File: src/rtl/add_s_pkg.sv
// add_s_pkg: shared limits and status-flag bundle for the signed adder
package add_s_pkg;

    typedef struct packed {
        logic pos;
        logic neg;
        logic zero;
        logic ovf;
    } flags_t;

    localparam flags_t FLAGS_RST = '{pos: 1'b0, neg: 1'b0, zero: 1'b1, ovf: 1'b0};

    function automatic logic [31:0] smax(input int w);
        return (32'd1 << (w - 1)) - 32'd1;
    endfunction

    function automatic logic [31:0] smin(input int w);
        return 32'd1 << (w - 1);
    endfunction

endpackage

File: src/rtl/add_s_full_adder.sv
// full_adder: one-bit full adder cell for the ripple-carry chain
module full_adder (
    input  logic a,
    input  logic b,
    input  logic cin,
    output logic s,
    output logic cout
);
    assign s    = a ^ b ^ cin;
    assign cout = (a & b) | (cin & (a ^ b));
endmodule

File: src/rtl/add_s.sv
// add_s: registered signed adder with optional saturation and sign/zero/overflow flags
module add_s
    import add_s_pkg::*;
#(
    parameter int WIDTH    = 4,
    parameter bit SATURATE = 1'b0
) (
    input  logic                    clk,
    input  logic                    rst_n,
    input  logic signed [WIDTH-1:0] A,
    input  logic signed [WIDTH-1:0] B,
    output logic signed [WIDTH-1:0] C,
    output logic                    pos,
    output logic                    neg,
    output logic                    zero,
    output logic                    ovf
);
    localparam logic [WIDTH-1:0] MAX_C = WIDTH'(smax(WIDTH));
    localparam logic [WIDTH-1:0] MIN_C = WIDTH'(smin(WIDTH));

    logic [WIDTH:0]   carry;
    logic [WIDTH-1:0] s;
    logic [WIDTH-1:0] c_d, c_q;
    logic             ovf_d;
    flags_t           flags_d, flags_q;

    assign carry[0] = 1'b0;

    for (genvar i = 0; i < WIDTH; i++) begin : g_fa
        full_adder u_fa (
            .a   (A[i]),
            .b   (B[i]),
            .cin (carry[i]),
            .s   (s[i]),
            .cout(carry[i+1])
        );
    end

    // carry into the MSB disagreeing with carry out of it marks signed overflow
    assign ovf_d = carry[WIDTH] ^ carry[WIDTH-1];

    always_comb begin
        c_d          = (SATURATE && ovf_d) ? (A[WIDTH-1] ? MIN_C : MAX_C) : s;
        flags_d.neg  = c_d[WIDTH-1];
        flags_d.zero = ~|c_d;
        flags_d.pos  = ~flags_d.neg & ~flags_d.zero;
        flags_d.ovf  = ovf_d;
    end

    always_ff @(posedge clk or negedge rst_n) begin
        if (!rst_n) begin
            c_q     <= '0;
            flags_q <= FLAGS_RST;
        end else begin
            c_q     <= c_d;
            flags_q <= flags_d;
        end
    end

    assign C    = c_q;
    assign pos  = flags_q.pos;
    assign neg  = flags_q.neg;
    assign zero = flags_q.zero;
    assign ovf  = flags_q.ovf;
endmodule

File: config.mk
export PLATFORM = sky130hd
export DESIGN_NAME = add_s
export DESIGN_NICKNAME = d
export VERILOG_FILES = /design/src/rtl/add_s_pkg.sv /design/src/rtl/add_s_full_adder.sv /design/src/rtl/add_s.sv
export SDC_FILE = /design/constraint.sdc
export NUM_CORES = 1
export LEC_CHECK = 0
export CORE_AREA = 4 4 41 43
export DETAILED_ROUTE_END_ITERATION = 12
export DIE_AREA = 0 0 45 47
export PLACE_DENSITY = 0.51
export SLEW_MARGIN = 20
export SYNTH_ARGS = -nofsm -noshare
export SYNTH_HDL_FRONTEND = slang
export SYNTH_HIERARCHICAL = 1
export SYNTH_SLANG_ARGS = --single-unit
export TNS_END_PERCENT = 10
File: constraint.sdc
create_clock -name clk -period 1.3 [get_ports clk]
set_input_delay 0.26 -clock clk [delete_from_list [all_inputs] [get_ports clk]]
set_output_delay 0.26 -clock clk [all_outputs]
set_load 0.02 [all_outputs]
==> run_results.csv <==
group,metric,value,unit
run_status,status,"finished, violations left",
run_status,failing_checks,"setup timing",
clock_tree,cts.clk_slew.worst_paths,50,ps
detailed_routing,drt-total-wl,502,um
clock_tree,cts.htree.levels,1,
layout,filler_cell_count,134,
pwr,irDropWorstVdd,0.000401,V
detailed_routing,first_pass_iters,1,
critical_path,critPathCapture,"zero$_DFF_PN1_",
placement,dpl-instance-area,494,um^2
timing,finalHoldViolations,0,
detailed_routing,drc,0,
pwr,power_switching,0.197,mW
critical_path,timing.critical_path.cells,"buf_6 -> fa_2 -> fa_2 -> fa_2 -> fa_2 -> nor4_2",
detailed_routing,via_per_inst,3.74,
placement,final_hpwl_dp,455,um
timing,setup_viol_count_final,5,
floorplanning,die_h,47,um
clock_tree,cts.root.buffer_cell,"clkbuf_4",
pwr,pwr-share-clk,0.276,
clock_tree,clock_sinks,7,
detailed_routing,drt.antenna.violating_nets,0,
critical_path,crit_required,1460,ps
clock_tree,ctsLongestPathBuffers,2,
critical_path,critical_path.endpoint_type,"register",
layout,seq_area,176,um^2
placement,post-place-cells,49,
floorplanning,fp.dieArea,0.00212,mm^2
critical_path,slowest_stage,"fa_2",
critical_path,worst_path_most_repeated_cell,"fa_2",
critical_path,critical_path.n_buffers_inverters,1,
floorplanning,rows,13,
logic_synthesis,post_synth_inst_count,17,
pwr,netSwitchingFraction,0.292,
global_routing,grt_antenna_before_repair,0,
timing,layout_worst_path_cycle_share,1.51,
clock_tree,hold_buffers,0,
logic_synthesis,sequential_share_of_the_synthesized_area,0.592,
floorplanning,die_x,45,um
timing,timing.final.ws_setup,-657,ps
pwr,comb_power_share,0.328,
floorplanning,floorplan.initialDensity,0.229,
critical_path,worstPathMaxFanout,3,
floorplanning,design.core.area,0.00130,mm^2
timing,achievable-frequency,511,MHz
layout,area_added_between_synthesis_and_finish,71.4,%
global_routing,grt_first_pass_wirelength,786,um
layout,drive_above_1_share,0.342,
layout,layoutNonFillerInstCount,53,
critical_path,crit_cells,6,
pwr,power.share.sequential,0.396,
timing,final.hold.worst_slack,261,ps
logic_synthesis,yosys_warnings,6,
critical_path,max_stage_delay,450,ps
floorplanning,num_io_pins,18,
logic_synthesis,syn_nets,31,
placement,routabilityCongestion,0.584,
layout,diode_insertion_count_for_antenna_repair,0,
detailed_routing,vias,198,
pwr,overall_power,0.674,mW
global_routing,grt_max_degree,8,
detailed_routing,dr.first_iter.drc_count,0,
logic_synthesis,ys_ff_latch,7,
global_routing,first_global_vias,210,
placement,port-buffer-count,17,
clock_tree,cts-buffers-inserted,3,
critical_path,worst_path_dominant_cell_family,"adder cells",
clock_tree,tritoncts_clock_tree,"yes",
timing,grt_setup_unrepaired,"true",
global_routing,grt_overflow,0,
run,drv_cap,0,
logic_synthesis,synth.distinct_cells,9,
critical_path,worst_ep_arrival_time,2110,ps
layout,multiInputGateArea,124,um^2
layout,layout.cell_area.non_filler,510,um^2
timing,timing_max_transition_violations_final,0,
logic_synthesis,synthesis.area,298,um^2
layout,finish.net_count,53,
timing,finalWorstPathRequiredPeriod,1960,ps
critical_path,criticalPathCategory,"in -> reg",
critical_path,start_kind,"input pin",
global_routing,grtUsageTotal,0.0595,
pwr,cell_internal_pwr,0.477,mW
pwr,leakage,0.218,nW
logic_synthesis,synthesis.area_per_instance,17.5,um^2
detailed_routing,route.detailed.wl_per_inst,9.47,um
min_path,timing.hold.worst.class,"in -> async",
critical_path,critPathLaunch,"B[0]",
pwr,power_per_cell_area,1320,mW/mm^2
## metal layers
layer	global-route usage	wire length, um	up-vias	share of wire
li1	-	-	92	-
met3	0.0230	115	2	0.23
met5	0	0	-	0
met2	0.0904	228	18	0.45
met1	0.0431	144	86	0.29
met4	0.105	12	0	0.024
## timing repair
item                                   CTS  global route
pin swaps                                5             0
endpoints found under the hold margin    0             0
setup buffers                            0             0
resized for setup                       21             0
setup endpoints to repair               14             5
## placed cells by master, fill, tap and decap left out
cell type and count:
dlygate4sd2_1 8, dfrtp_1 6, clkdlybuf4s50_1 6, fa_2 4, clkbuf_4 3, nor4_2 1, nor3_1 1, nor2_1 1
xor2_1 1, clkbuf_1 1, conb_1 1, buf_2 1, buf_6 1, clkdlybuf4s15_2 1, buf_4 1, dfstp_2 1
## stage by stage
step | TNS (ps) | util | setup WS [ps]
2_1_floorplan | -3320 | - | -789
3_3_place_gp | -6270 | 0.380 | -1290
3_5_place_dp | -6410 | 0.380 | -1310
4_1_cts | -2470 | 0.392 | -654
5_1_grt | -2640 | 0.392 | -692
6_report | -2500 | 0.392 | -657
## flip-flops by register name, summed over array words and instances (netlist names)
name / flops
C: 4
ovf: 1
pos: 1
zero: 1
## cells in the mapped netlist
master   number  area (um^2)
dfrtp_1       6          150
fa_1          4         80.1
buf_4         1         7.51
conb_1        1         3.75
dfstp_2       1         26.3
nor2_1        1         3.75
nor3_1        1         5.00
nor4_2        1         12.5
xor2_1        1         8.76
## power groups by stage
| stage | logic (mW) | registers [mW] | clock network, mW |
|---|---|---|---|
| after CTS | 0.226 | 0.268 | 0.197 |
| after detailed placement | 0.259 | 0.274 | 0 |
| final | 0.221 | 0.267 | 0.186 |
| after global routing | 0.239 | 0.271 | 0.207 |
| after global placement | 0.257 | 0.271 | 0 |
| after floorplan | 0.0747 | 0.325 | 0 |
## layout make-up
class	count	share of cell area
Sequential cell	7	0.346
Timing Repair Buffer	18	0.324
Multi-Input combinational cell	9	0.243
Clock buffer	4	0.0515
Tap cell	15	0.0368
## how the worst min path moves through the flow
stage | slack [ps] | end | cells past startpoint | start
6_report | 260 | C[2]$_DFF_PN0_ | 1 | rst_n
5_1_grt | 280 | ovf$_DFF_PN0_ | 1 | rst_n
4_1_cts | 260 | C[2]$_DFF_PN0_ | 1 | rst_n
3_5_place_dp | 520 | ovf$_DFF_PN0_ | 1 | rst_n
3_3_place_gp | 520 | pos$_DFF_PN0_ | 1 | rst_n
2_1_floorplan | -40 | C[0]$_DFF_PN0_ | 0 | rst_n
## cells by family (layout without fill, tap and decap cells)
logic type / count (synthesis) / count (layout) / share of synthesized area
simple gates: 3 / 3 / 0.0714
fa+ha+maj: 4 / 4 / 0.269
xor+xnor: 1 / 1 / 0.0294
other cells: 1 / 1 / 0.0126
buf+inv: 1 / 22 / 0.0252
flops: 7 / 7 / 0.592
(Power assumes the default switching activity.)
